### src/rtl/attn_score_pkg.sv
// Shared types for the attention-score drain path: FSM states, the beat that
// travels through the output skid buffer, and the default matrix geometry.
package attn_score_pkg;

  localparam int SKID_DEPTH = 2;

  // Geometry carried by score_beat_t; the drain controller defaults to these.
  localparam int SCORE_M      = 8;
  localparam int SCORE_N      = 8;
  localparam int SCORE_DATA_W = 32;
  localparam int SCORE_ROW_W  = (SCORE_M <= 1) ? 1 : $clog2(SCORE_M);
  localparam int SCORE_COL_W  = (SCORE_N <= 1) ? 1 : $clog2(SCORE_N);

  typedef enum logic [1:0] {
    IDLE  = 2'd0,
    RUN   = 2'd1,
    FLUSH = 2'd2,
    DONE  = 2'd3
  } drain_state_e;

  typedef struct packed {
    logic [SCORE_DATA_W-1:0] data;
    logic [SCORE_ROW_W-1:0]  row;
    logic [SCORE_COL_W-1:0]  col;
    logic                    last;
    logic                    row_last;
  } score_beat_t;

  // Entries that will occupy the skid buffer once every outstanding read lands,
  // after this cycle's pop. A pop implies occ >= 1, so this never underflows.
  function automatic logic [1:0] window_fill(input logic [1:0] occ,
                                             input logic       inflight,
                                             input logic       pop);
    return occ + {1'b0, inflight} - {1'b0, pop};
  endfunction

endpackage

### src/rtl/attn_skid_fifo2.sv
// Two-entry skid FIFO of score beats; push and pop may happen in the same
// cycle, and clear empties it without touching the stored payload.
module attn_skid_fifo2
  import attn_score_pkg::*;
(
  input  logic        clk,
  input  logic        rst,
  input  logic        clear,
  input  logic        push,
  input  score_beat_t push_beat,
  input  logic        pop,
  output logic [1:0]  occ,
  output score_beat_t head
);

  score_beat_t mem_reg [SKID_DEPTH];
  logic        wr_ptr_reg;
  logic        rd_ptr_reg;
  logic [1:0]  occ_reg;
  logic        do_push;
  logic        do_pop;

  assign do_pop  = pop && (occ_reg != 2'd0);
  assign do_push = push && ((occ_reg != 2'(SKID_DEPTH)) || do_pop);

  always_ff @(posedge clk or negedge rst) begin
    if (!rst) begin
      for (int i = 0; i < SKID_DEPTH; i++) begin
        mem_reg[i] <= '0;
      end
      wr_ptr_reg <= 1'b0;
      rd_ptr_reg <= 1'b0;
      occ_reg    <= 2'd0;
    end else if (clear) begin
      wr_ptr_reg <= 1'b0;
      rd_ptr_reg <= 1'b0;
      occ_reg    <= 2'd0;
    end else begin
      if (do_push) begin
        mem_reg[wr_ptr_reg] <= push_beat;
        wr_ptr_reg          <= ~wr_ptr_reg;
      end
      if (do_pop) begin
        rd_ptr_reg <= ~rd_ptr_reg;
      end
      occ_reg <= occ_reg + {1'b0, do_push} - {1'b0, do_pop};
    end
  end

  assign occ  = occ_reg;
  assign head = mem_reg[rd_ptr_reg];

endmodule

### src/rtl/attn_score_drain_ctrl.sv
// Drains the M x N score matrix from SRAM read port A in row-major order and
// streams it out through a 2-entry skid buffer with valid/ready handshaking.
module attn_score_drain_ctrl
  import attn_score_pkg::*;
#(
  parameter int M      = SCORE_M,
  parameter int N      = SCORE_N,
  parameter int DATA_W = SCORE_DATA_W,
  parameter int ROW_W  = (M <= 1) ? 1 : $clog2(M),
  parameter int COL_W  = (N <= 1) ? 1 : $clog2(N)
) (
  input  logic              clk,
  input  logic              rst,
  input  logic              start,
  input  logic              abort,
  output logic              busy,
  output logic              done,
  output logic              c_en,
  output logic              c_re,
  output logic [ROW_W-1:0]  c_row,
  output logic [COL_W-1:0]  c_col,
  input  logic [DATA_W-1:0] c_rdata,
  input  logic              c_rvalid,
  output logic              out_valid,
  input  logic              out_ready,
  output logic [DATA_W-1:0] out_data,
  output logic [ROW_W-1:0]  out_row,
  output logic [COL_W-1:0]  out_col,
  output logic              out_last,
  output logic              out_row_last
);

  localparam logic [ROW_W-1:0] LAST_ROW = ROW_W'(M - 1);
  localparam logic [COL_W-1:0] LAST_COL = COL_W'(N - 1);

  drain_state_e     state_reg, state_next;
  logic [ROW_W-1:0] rd_row_reg, rd_row_next;
  logic [COL_W-1:0] rd_col_reg, rd_col_next;
  logic             inflight_reg, inflight_next;
  logic [ROW_W-1:0] tag_row_reg;
  logic [COL_W-1:0] tag_col_reg;
  logic             tag_last_reg;
  logic             tag_row_last_reg;

  logic             issue;
  logic             pop;
  logic             push;
  logic             at_last_addr;
  logic [1:0]       fifo_occ;
  score_beat_t      push_beat;
  score_beat_t      head;

  assign out_valid    = (fifo_occ != 2'd0);
  assign pop          = out_valid && out_ready;
  assign at_last_addr = (rd_row_reg == LAST_ROW) && (rd_col_reg == LAST_COL);

  // Issue only if the read can still land in the skid buffer; depends on
  // out_ready combinationally so a draining consumer sees one beat per cycle.
  assign issue = (state_reg == RUN) && !abort &&
                 (window_fill(fifo_occ, inflight_reg, pop) < 2'(SKID_DEPTH));

  // Returns for a read that abort or reset already discarded are dropped.
  assign push = c_rvalid && inflight_reg && !abort;

  always_comb begin
    push_beat          = '0;
    push_beat.data     = SCORE_DATA_W'(c_rdata);
    push_beat.row      = SCORE_ROW_W'(tag_row_reg);
    push_beat.col      = SCORE_COL_W'(tag_col_reg);
    push_beat.last     = tag_last_reg;
    push_beat.row_last = tag_row_last_reg;
  end

  always_ff @(posedge clk or negedge rst) begin
    if (!rst) begin
      state_reg        <= IDLE;
      rd_row_reg       <= '0;
      rd_col_reg       <= '0;
      inflight_reg     <= 1'b0;
      tag_row_reg      <= '0;
      tag_col_reg      <= '0;
      tag_last_reg     <= 1'b0;
      tag_row_last_reg <= 1'b0;
    end else begin
      state_reg    <= state_next;
      rd_row_reg   <= rd_row_next;
      rd_col_reg   <= rd_col_next;
      inflight_reg <= inflight_next;
      if (issue) begin
        tag_row_reg      <= rd_row_reg;
        tag_col_reg      <= rd_col_reg;
        tag_last_reg     <= at_last_addr;
        tag_row_last_reg <= (rd_col_reg == LAST_COL);
      end
    end
  end

  always_comb begin
    state_next = state_reg;
    if (abort) begin
      state_next = IDLE;
    end else begin
      case (state_reg)
        IDLE:    if (start) state_next = RUN;
        RUN:     if (issue && at_last_addr) state_next = FLUSH;
        FLUSH:   if (!inflight_reg && (fifo_occ == 2'd0)) state_next = DONE;
        DONE:    state_next = IDLE;
        default: state_next = IDLE;
      endcase
    end
  end

  // Address walk: column wraps into the next row; the final address holds.
  always_comb begin
    rd_row_next = rd_row_reg;
    rd_col_next = rd_col_reg;
    if (abort || ((state_reg == IDLE) && start)) begin
      rd_row_next = '0;
      rd_col_next = '0;
    end else if (issue && !at_last_addr) begin
      if (rd_col_reg == LAST_COL) begin
        rd_col_next = '0;
        rd_row_next = rd_row_reg + 1'b1;
      end else begin
        rd_col_next = rd_col_reg + 1'b1;
      end
    end
  end

  always_comb begin
    inflight_next = inflight_reg;
    if (abort) begin
      inflight_next = 1'b0;
    end else if (issue) begin
      inflight_next = 1'b1;
    end else if (c_rvalid) begin
      inflight_next = 1'b0;
    end
  end

  always_comb begin
    busy = 1'b0;
    done = 1'b0;
    case (state_reg)
      RUN, FLUSH: busy = 1'b1;
      DONE:       done = 1'b1;
      default:    ;
    endcase
  end

  assign c_en  = issue;
  assign c_re  = issue;
  assign c_row = rd_row_reg;
  assign c_col = rd_col_reg;

  attn_skid_fifo2 u_skid (
    .clk       (clk),
    .rst       (rst),
    .clear     (abort),
    .push      (push),
    .push_beat (push_beat),
    .pop       (pop),
    .occ       (fifo_occ),
    .head      (head)
  );

  assign out_data     = DATA_W'(head.data);
  assign out_row      = ROW_W'(head.row);
  assign out_col      = COL_W'(head.col);
  assign out_last     = out_valid && head.last;
  assign out_row_last = out_valid && head.row_last;

endmodule
### config.mk
export PLATFORM = sky130hd
export DESIGN_NAME = attn_score_drain_ctrl
export DESIGN_NICKNAME = d
export VERILOG_FILES = /design/src/rtl/attn_score_pkg.sv /design/src/rtl/attn_skid_fifo2.sv /design/src/rtl/attn_score_drain_ctrl.sv
export SDC_FILE = /design/constraint.sdc
export NUM_CORES = 1
export LEC_CHECK = 0
export BUFFER_PORTS_ARGS = -buffer_cell sky130_fd_sc_hd__buf_2
export CAP_MARGIN = 20
export CORE_ASPECT_RATIO = 0.6
export CORE_MARGIN = 2
export CORE_UTILIZATION = 40
export DETAILED_ROUTE_END_ITERATION = 12
export PLACE_DENSITY = 0.71
export SYNTH_ARGS = -nofsm -noshare
export SYNTH_HDL_FRONTEND = slang
export SYNTH_SLANG_ARGS = --single-unit
### constraint.sdc
create_clock -name clk -period 3.4 [get_ports clk]
set_input_delay 0.34 -clock clk [delete_from_list [all_inputs] [get_ports clk]]
set_output_delay 0.34 -clock clk [all_outputs]
set_load 0.02 [all_outputs]
[Yosys cells after proc, flatten, opt, wreduce, memory -nomap -nowiden]
Index checks and enable logic that the tools add are counted.
Word-level totals
  memory bits (writable): 0
  word-level logic and storage cells: 104
  latch bits: 0
  output and inout port bits: 51
  register bits after elaboration: 101
  memories: 0
  memory bits (read-only): 0
Operators by class
  multipliers: 0
  bitwise gates (word level): 5
  reductions and logical operators: 32
  order comparisons: 4
  divide/modulo/power cells: 0
  multiplexer cells: 27
  add/subtract/negate cells: 6
  shifts and indexed selects: 0
  equal/unequal tests: 9
Operators with widths (count)
  $mux W40: 4
  $bwmux W80: 1
  $demux W40 S1: 1
  $mux W3: 6
  $logic_and A1 B1 Y1: 15
  $mux W2: 5
  $reduce_bool A2 Y1: 5
  $mux W1: 9
  $pmux W2 S4: 1
  $add A3 B1 Y3 const B: 2
  $eq A3 B3 Y1 const B: 2
  $ne A3 B3 Y1 const B: 2
  $add A2 B1 Y2: 2
  $eq A2 B2 Y1 const B: 2
  $ge A2 B2 Y1 const B: 2
  $logic_not A2 Y1: 2
  $not A1 Y2: 2
  $reduce_and A2 Y1: 2
  $sub A2 B1 Y2: 2
  $logic_not A1 Y1: 3
  $ne A3 B2 Y1 const B: 1
  $not A1 Y1: 3
  $reduce_and A3 Y1: 1
  $reduce_bool A3 Y1: 1
  6 further kinds: 7

[Logic depth before layout (Yosys ltp)]
Gate-level depths: netlist of the first run.
  depth after elaboration: 9
  mapped depth: 9

[Hierarchy]
Synthesis of the first run repeated with hierarchy kept, for this count alone.
Second synthesis, totals
  cells, all modules: 334
  area, all modules: 4937.2 sq um
Modules (own cells, without submodules)
  attn_skid_fifo2: instances 1, area each 3858.7 sq um, cells each 236
  attn_score_drain_ctrl: instances 1, area each 1078.5 sq um, cells each 98

[Worst setup path before layout of the first run]
OpenSTA, ideal clock, no wires.
  kind: register -> output
  from: register u_skid.occ_reg[1], in the netlist u_skid.occ[1]
  to: output port c_re
  arrival time: 2007 ps
  cell stages (with the launch flop): 10
  data required time: 3060 ps
  path slack: 1053 ps
  cells stage by stage: dfrtp_1 > nor2_1 > nor2b_1 > ha_1 > nor2b_1 > xnor2_2 > nand2b_4 > buf_6 > inv_1 > buf_4
On the way
  cells in the longest elaborated chain, start to end: 5
  elaborated cells between the ends (all ways): 6
RTL lines
  start: declaration: RTL line attn_skid_fifo2.sv:19  | logic [1:0] occ_reg;
  start signal: assignment: RTL line attn_skid_fifo2.sv:46  | occ_reg <= occ_reg + {1'b0, do_push} - {1'b0, do_pop};
  branches (longest 2 deep; another with $add A2 B1 Y2)
  $sub A2 B1 Y2 *: RTL line attn_score_pkg.sv:34  | return occ + {1'b0, inflight} - {1'b0, pop};
  $lt A2 B2 Y1 *: RTL line attn_score_drain_ctrl.sv:60  | (window_fill(fifo_occ, inflight_reg, pop) < 2'(SKID_DEPTH));
  $logic_and A1 B1 Y1 *: RTL line attn_score_drain_ctrl.sv:59  | assign issue = (state_reg == RUN) && !abort &&
  end: declaration: RTL line attn_score_drain_ctrl.sv:19  | output logic c_re,
Mark *: on every way between the ends.

[Worst setup path after layout of the first run]
Same ends and word-level chain as after synthesis.

==> results of run 1 <==
## worst max-delay path by stage
stage / endpoint / startpoint / cells past startpoint
floorplan: c_re / u_skid.occ[1] / 9
global placement: c_en / u_skid.occ[1] / 8
detailed placement: c_re / u_skid.occ[1] / 8
CTS: c_re / u_skid.occ[1] / 8
global route: c_re / u_skid.occ[1] / 8
finish: c_re / u_skid.occ[1] / 8
## worst max-delay path: stages, from the launching register on
cell,delay (ps)
dfrtp_1,450
nor2_1,270
nor2b_1,150
ha_1,210
xnor2_1,160
xnor2_2,390
nand2b_4,320
inv_1,70
buf_2,160
## metrics by stage
stage,hold slack (ps),util [%],cell area (um^2),total power [mW],instances
floorplan,44.4,-,4640,3.01,331
global placement,466,46.3,5230,3.44,564
detailed placement,474,46.3,5230,3.51,564
CTS,218,49.2,5560,4.63,580
global route,2.32,49.3,5580,4.84,581
finish,-30.5,49.3,5580,4.57,581
## report_power, final
part | switching, mW | internal [mW] | total, mW | leakage, nW
clock | 0.414 | 0.682 | 1.10 | 0.163
sequential | 0.255 | 1.54 | 1.80 | 1.35
combinational | 0.860 | 0.814 | 1.67 | 1.28
total | 1.53 | 3.04 | 4.57 | 2.79
## cell families after synthesis
| logic type | after synthesis | share of synthesized area [%] |
|---|---|---|
| adder cells (fa/ha/maj) | 11 | 2.96 |
| XOR/XNOR | 5 | 1.10 |
| multiplexers | 132 | 31.8 |
| buffers and inverters | 26 | 2.64 |
| AO/OA/AOI/OAI | 15 | 2.32 |
| AND/OR/NAND/NOR | 41 | 4.74 |
| flip-flops | 101 | 54.4 |
## cell type report
type	instances	area (um^2)
Sequential cell	101	2530
Inverter	8	30.0
Tap cell	160	200
Clock inverter	4	70.1
Fill cell	993	5720
Clock buffer	12	256
Multi-Input combinational cell	204	2000
Timing Repair Buffer	92	485
## cells in the mapped netlist, drive strengths merged
cell type / n
nor2b: 5
a211oi: 1
xnor2: 4
o31a: 2
o211ai: 2
nand2: 13
ha: 11
inv: 8
a31oi: 1
mux2i: 7
o21ai: 3
o21bai: 1
clkbuf: 11
or3: 1
a21oi: 1
o22ai: 2
buf: 7
nand2b: 6
nor3b: 1
mux2: 125
nor3: 2
nor2: 10
nand3: 2
xor2: 1
a21boi: 1
dfrtp: 101
o221ai: 1
nor4b: 1
## metal layers
layer  GRT usage, %  vias to the layer above  part of all wire (%)
met2           23.7                       78                    45
met3           4.62                       11                   5.3
met1           20.3                     1462                    48
met4           4.23                        0                  0.95
met5              0                        -                     0
li1               -                     1333                     -
## placed cells by master (no fill, tap or decap), types with 5 or more instances in the layout
master | synthesis | routed
buf_2 | 2 | 87
clkbuf_16 | 0 | 9
dfrtp_1 | 101 | 100
ha_1 | 11 | 11
inv_1 | 8 | 8
mux2_2 | 123 | 123
mux2i_1 | 7 | 7
nand2_1 | 13 | 12
nand2b_1 | 5 | 5
nor2_1 | 10 | 10
==> impl_metrics.ini, run 1 <==
[run_status]
status = finished with violations
violations = hold timing

[die]
initial_utilization_pct = 41.1
die_w_um = 143
fp.dieH_um = 87.5
rows = 30
core_mm2 = 0.0113
design.die.area_mm2 = 0.0125
io_pins = 89

[pwr]
leakage_nw = 2.79
peakVddDrop_mv = 0.325
power.density_mw_per_mm2 = 820

[clock_tree]
cts.sinks = 101
cts_hold_buf = 0
cts_resized = 0
clk_latency_ps = 340
post-cts-setup-buffer-count = 0
cts_tree = yes
clockBufferDepth = 2
cts_inserted_buffers = 9
root_buffer = clkbuf_16
ctsHtreeMaxLevel = 3
clk_pin_slew_ps = 60

[detailed_routing]
drc = 0
drt-total-wl_mm = 9.08
ant_nets = 0
drt_iter0_drc = 102
via_count = 2884
first_pass_iters = 4
viasPerCell = 4.96
detail_route.wl_per_cell_um = 15.6

[grt]
track_usage_pct = 15.1
grt_pass1_vias = 2929
grt_pass1_wl_mm = 14.5
grt_overflow = 0
antenna_found_initial = 0
grt_max_degree = 83

[setup_path]
r2r_slack_ps = 990
worstPathRequired_ps = 3060
critPathArrivalTime_ps = 2500
criticalPathCategory = flip-flop to primary output
worstReg2RegEnd = tag_col_reg[1]
critPathCaptureType = primary output
ff2ff_path_depth = 7
cp-start-kind = flip-flop
cp_max_fo = 12
r2r-start = u_skid.occ[1]

[sta]
fin_tns_setup_ps = 0
slew_viol_final = 0
worst_slack_ps = 558
whs_ps = -30.5
max_clock_freq_mhz = 352
setup_viol = 0
relSlewSlack_pct = 30.7
fin_crit_ps = 2840
worst_pin_slew_ps = 1040
fin_crit_sh_pct = 83.6
hold_viol = 38
rsz0062_at_grt = no
finClkSkew_ps = 6.15

[min_path]
hold_class = input port to asynchronous set/reset pin

[place]
io_buffers = 88
gp_congestion = 0.755
preCtsSetupSlack_ps = 931
place_hpwl_mm = 6.16

[yosys]
yosys_warnings = 0
synth_top_area_cell = dfrtp_1
synth_nets = 380
netlist-cell-type-count = 33
ys_seq_area_share_pct = 54.4
syn_area_mm2 = 0.00464
synth-seq-cells = 101
yosysTopAreaCellShare_pct = 54.4
synth_area_leaders = dfrtp_1 54%, mux2_2 30%, ha_1 3.0%
syn_avg_cell_area_um2 = 14.0
syn_inst = 331

[finish]
final_nets = 465
diodes = 0
drive_gt1_share_pct = 56.3
largest_reg_flops = 80
syn2layout_area_growth_pct = 20.0

[flow_run]
maxCapViolCount = 0
Power figures use the tool's default switching activity.
==> run 2: changes to the inputs <==
- PLACE_DENSITY: 0.71 -> 0.73
- clock period: 3.4 -> 2.3 ns (I/O delays scaled with it)
==> run 2 against run 1 <==
The flow now finishes without violations. Via count increased by 1.7%. Register-to-register slack got worse by 770 ps. Count of clock-buffer cells in the layout unchanged. Sequential power up 42%. Total power grew 50%. Sequential cell count unchanged. Setup slack worse by 440 ps. Clock power is 44% higher. Non-clock buffer count up 9. First-iteration DRC count fell by 0.98%. Critical endpoint is now c_en. Largest power group is now combinational logic. Highest routed layer unchanged.
==> impl_metrics.ini, run 2 (synthesized netlist as in run 1, its figures left out) <==
[detailed_routing]
ant_nets = 0
first_pass_iters = 5
viasPerCell = 4.97
drt-total-wl_mm = 9.38
detail_route.wl_per_cell_um = 15.9
drt_iter0_drc = 101
drc = 0
via_count = 2932

[sta]
hold_viol = 0
fin_tns_setup_ps = 0
slew_viol_final = 0
max_clock_freq_mhz = 458
fin_crit_sh_pct = 94.9
worst_pin_slew_ps = 692
relSlewSlack_pct = 53.8
finClkSkew_ps = 6.80
fin_crit_ps = 2180
setup_viol = 0

[finish]
syn2layout_area_growth_pct = 21.9
final_cell_mix = 123 x mux2_2, 100 x dfrtp_1, 87 x buf_2, 12 x nand2_1, 11 x ha_1
fin_cells = 590
final_nets = 474
diodes = 0
drive_gt1_share_pct = 57.2
largest_reg_flops = 80
final_common_cell = mux2_2
final_core_util_pct = 50.1

[die]
rows = 30
io_pins = 89
fp.dieH_um = 87.5
design.die.area_mm2 = 0.0125
initial_utilization_pct = 41.1
die_w_um = 143
core_mm2 = 0.0113

[clock_tree]
clk_pin_slew_ps = 70
cts_tree = yes
clockBufferDepth = 2
cts.sinks = 101
ctsHtreeMaxLevel = 3
clk_latency_ps = 340
root_buffer = clkbuf_16
cts_inserted_buffers = 9

[grt]
use_met1_pct = 21.5
grt_max_degree = 53
grt_pass1_wl_mm = 14.9
grt_overflow = 0
grt.busiest_layer = met2
grt_use_met3_pct = 5.00
track_usage_pct = 15.5
use_met2_pct = 23.7
antenna_found_initial = 0
grt_pass1_vias = 3011

[flow_run]
maxCapViolCount = 0

[setup_path]
ff2ff_path_depth = 8
critPathMostFrequentCell = nor2b_2
cp_max_fo = 4
critPathArrivalTime_ps = 1950
criticalPathCategory = flip-flop to primary output
cp_cell_sequence = nor2_2, nor2b_2, ha_1, nor2b_2, xnor2_2, nand2b_4, inv_1, buf_2
critPathCaptureType = primary output
critical_path.max_stage_delay_ps = 430
cp-start-kind = flip-flop
slowest_stage = dfrtp_1
r2r_slack_ps = 220
worstPathRequired_ps = 2070

[min_path]
whs_path_depth = 2
hold_class = input port to flip-flop

[place]
placedCellCount = 570
io_buffers = 88
place_hpwl_mm = 6.23
gp_congestion = 0.745

[pwr]
leakage_nw = 2.83
power.density_mw_per_mm2 = 1210
peakVddDrop_mv = 0.570

[run_status]
status = completed
-- run 2: per-stage QoR --
stage	setup slack [ps]	hold slack (ps)	cell area [um^2]	total power [mW]
detailed placement	97.8	309	5310	5.26
CTS	62.1	87.3	5650	6.91
global route	-12.6	108	5660	7.26
global placement	180	299	5310	5.16
floorplan	63.0	-65.6	4640	4.45
finish	118	96.9	5660	6.86
-- run 2: area by class of cell --
type                       count  area [um^2]
timing repair buffer         101          581
fill                         978         5640
inverter                       8         30.0
sequential                   101         2530
clock buffer                  12          236
clock inverter                 4         72.6
multi-input combinational    204         2010
tap                          160          200
-- run 2: final timing paths --
| kind | end | from |
|---|---|---|
| worst max-delay path | c_en | u_skid.occ[0] |
| worst min-delay path | inflight_reg | c_rvalid |
| worst max register to register | tag_row_reg[2] | u_skid.occ[0] |
| worst min register to register | u_skid.mem_reg[47] | u_skid.mem_reg[47] |
| max in group asynchronous | u_skid.mem_reg[70] | rst |
| min in group asynchronous | u_skid.mem_reg[50] | rst |
-- run 2: routing by layer --
| layer | part of all wire (%) | up-vias |
|---|---|---|
| met1 | 48 | 1492 |
| li1 | - | 1356 |
| met5 | 0 | - |
| met4 | 0.87 | 0 |
| met2 | 45 | 75 |
| met3 | 5.9 | 9 |
-- run 2: power breakdown --
part | internal (mW) | switching, mW
Combinational | 1.30 | 1.41
Sequential | 2.29 | 0.279
Clock | 0.953 | 0.630
-- run 2: timing repair --
action | 4_1_cts | 5_1_grt
hold endpoints to repair | 50 | 0
buffers inserted | 2 | 1
gates resized for setup | 1 | 2
hold buffers | 1 | 0
endpoints found under the setup margin | 2 | 2
pin swaps | 1 | 0
-- run 2: worst max-delay path: cells and delay by family, from the launching register on --
family / cells / cell delay [ps]
xor+xnor: 1 / 140
fa+ha+maj: 1 / 280
buf+inv: 2 / 200
flops: 1 / 430
simple gates: 4 / 570
==> run 3: changes to the inputs <==
- ABC_AREA: default -> 1
- CTS_BUF_LIST: default -> sky130_fd_sc_hd__clkbuf_4
==> run 3 against run 2 <==
Final area is 0.69% higher. Clock skew up 11 ps. Count of clock-buffer cells in the layout shrank 1. Via count increased by 33%. Global-route usage increased by 2.0 points. Sequential share of layout area is 0.33 points lower. Synthesized cell count increased by 72%. Maximum frequency shrank 1.9%. Sequential cell count did not move. Clock power decreased by 28%. Routed wire length increased by 15%. Final cell count grew 39%. Critical endpoint unchanged. Largest cell class unchanged.
==> impl_metrics.ini, run 3 <==
[die]
initial_utilization_pct = 41.6
die_w_um = 145
design.die.area_mm2 = 0.0129
rows = 30
core_mm2 = 0.0115
fp.dieH_um = 88.7
io_pins = 89

[finish]
diodes = 0
final_cell_mix = 232 x nand2_1, 101 x dfrtp_1, 85 x buf_2, 54 x inv_1, 53 x o21ai_0
drive_gt1_share_pct = 25.9
largest_reg_flops = 80
final_common_cell = nand2_1
fillerInstances = 1100
final_nets = 707
syn2layout_area_growth_pct = 19.2
final_core_util_pct = 49.6

[detailed_routing]
drt_iter0_drc = 365
drt-total-wl_mm = 10.8
first_pass_iters = 5
ant_nets = 0
via_count = 3888
detail_route.wl_per_cell_um = 13.1
viasPerCell = 4.72
drc = 0

[sta]
slew_viol_final = 0
relSlewSlack_pct = 48.1
setup_viol = 0
fin_crit_sh_pct = 96.7
worst_slack_ps = 75.3
max_clock_freq_mhz = 450
fin_crit_ps = 2220
worst_pin_slew_ps = 778
hold_viol = 0
fin_tns_setup_ps = 0
finClkSkew_ps = 18.2

[pwr]
power.density_mw_per_mm2 = 1280
intPower_mw = 4.21
p_comb_share_pct = 46.0
swShare_pct = 42.3
p_seq_share_pct = 38.6
leakage_nw = 3.13
peakVddDrop_mv = 0.541
p_clk_share_pct = 15.4
switchingPower_mw = 3.09

[setup_path]
cp_top_family = simple AND/OR/NAND/NOR gates
worstPathRequired_ps = 2070
critical_path.max_stage_delay_ps = 420
critPathArrivalTime_ps = 1990
cp_cell_sequence = inv_2, nand2_4, nand2_4, inv_2, ha_4, inv_2, nand2_2, nand3_1, nand2_2, nand2_4, inv_4, buf_6
slowest_stage = dfrtp_1
ff2ff_path_depth = 14
critPathCaptureType = primary output
cp-start-kind = flip-flop
criticalPathCategory = flip-flop to primary output
crit_cells = 12
cp_num_buf_inv = 5
cp_max_fo = 4

[run_status]
status = completed

[yosys]
synth_area_leaders = dfrtp_1 53%, nand2_1 18%, o21ai_2 7.3%
syn_inst = 568
synth-seq-cells = 101
yosysMostFrequentCell = nand2_1
synth_ff_type = dfrtp_1
synth_top_area_cell = dfrtp_1
yosys_warnings = 0
async_flop_share_pct = 100
ys_seq_area_share_pct = 52.9
netlist-cell-type-count = 22
syn_avg_cell_area_um2 = 8.41
syn_area_mm2 = 0.00478
synth_nets = 617
synth_edf_count = 0
yosysTopAreaCellShare_pct = 52.9
yosys-top-cells-count = 235 x nand2_1, 101 x dfrtp_1, 59 x inv_1

[min_path]
whs_path_depth = 3
hold_class = input port to flip-flop

[clock_tree]
cts_tree = yes
ctsHtreeMaxLevel = 3
cts_inserted_buffers = 9
root_buffer = clkbuf_4
clockBufferDepth = 2
clk_latency_ps = 440
cts.sinks = 101
clk_pin_slew_ps = 160

[grt]
grt_pass1_vias = 3755
grt_pass1_wl_mm = 18.1
track_usage_pct = 17.5
antenna_found_initial = 0
grt_overflow = 0
grt_max_degree = 81

[place]
preCtsSetupSlack_ps = 69.4
io_buffers = 88
gp_congestion = 0.848
place_hpwl_mm = 7.20

[flow_run]
maxCapViolCount = 0
==> run 3: cell count changes after synthesis, moves of 4 or more <==
cell | before | now
buf_6 | 1 | 9
clkbuf_1 | 11 | 15
inv_1 | 8 | 59
mux2_2 | 123 | 0
mux2i_1 | 7 | 0
nand2_1 | 13 | 235
nand2b_1 | 5 | 0
nand3_1 | 2 | 15
nor2b_1 | 5 | 0
o21ai_0 | 3 | 53
o21ai_2 | 0 | 40
==> run 3: repair_timing <==
item                                    CTS  global route
endpoints found under the setup margin    2             5
pin swaps                                 2             2
hold buffers                              3             4
endpoints found under the hold margin    62             4
resized for setup                         9             8
buffers inserted                          5             1
==> run 3: layout make-up <==
| class | instances | area, um^2 | area share, % |
|---|---|---|---|
| clock inverter | 5 | 98.8 | 1.73 |
| timing repair buffer | 108 | 686 | 12.0 |
| inverter | 61 | 231 | 4.06 |
| clock buffer | 11 | 82.6 | 1.45 |
| sequential | 101 | 2530 | 44.3 |
| multi-input combinational | 377 | 1870 | 32.9 |
| tap | 160 | 200 | 3.51 |
==> run 3: metal layers <==
layer  GRT usage, %  wire [um]
met2           27.7       4840
met3           4.54        648
met5              0          0
met4           3.21         39
met1           24.8       5280
==> run 3: power by group through the flow <==
| stage | clock network [mW] | registers, mW | logic, mW |
|---|---|---|---|
| after floorplan | 0 | 2.79 | 2.24 |
| after global placement | 0 | 2.81 | 3.05 |
| after detailed placement | 0 | 2.85 | 3.17 |
| after CTS | 1.17 | 2.81 | 3.28 |
| after global routing | 1.26 | 2.90 | 3.72 |
| final | 1.13 | 2.82 | 3.35 |
==> run 3: final timing paths <==
check	slack, ps	end	startpoint
setup / recovery	80	c_en	u_skid.occ[1]
hold / removal	40	u_skid.mem_reg[67]	c_rdata[19]
setup reg to reg	160	c_row[2]	u_skid.occ[1]
hold reg to reg	500	u_skid.mem_reg[57]	u_skid.mem_reg[57]
max in group asynchronous	1190	u_skid.mem_reg[37]	rst
min in group asynchronous	410	u_skid.mem_reg[18]	rst
==> run 3: worst min-delay path: cells and delay by family <==
family	cells	cell delay, ps
AOI/OAI and AO/OA	1	60
buffers and inverters	2	170
==> run 3: kinds of logic (layout without fill, tap and decap cells) <==
group	after synthesis	after routing	synth area share (%)
DFF	101	101	52.9
AOI/OAI and AO/OA	99	99	13.6
buffers and inverters	90	185	8.66
and+or+nand+nor	265	265	21.6
adders and majority gates	11	11	2.88
xor gates and xnor gates	2	2	0.367
==> run 3: through the flow <==
stage	hold slack, ps	power [mW]	cells	cell area, um^2
2_1_floorplan	-65.6	5.02	568	4780
3_3_place_gp	350	5.86	794	5360
3_5_place_dp	365	6.02	794	5360
4_1_cts	2.37	7.26	818	5620
5_1_grt	0.277	7.87	823	5700
6_report	35.7	7.30	823	5700
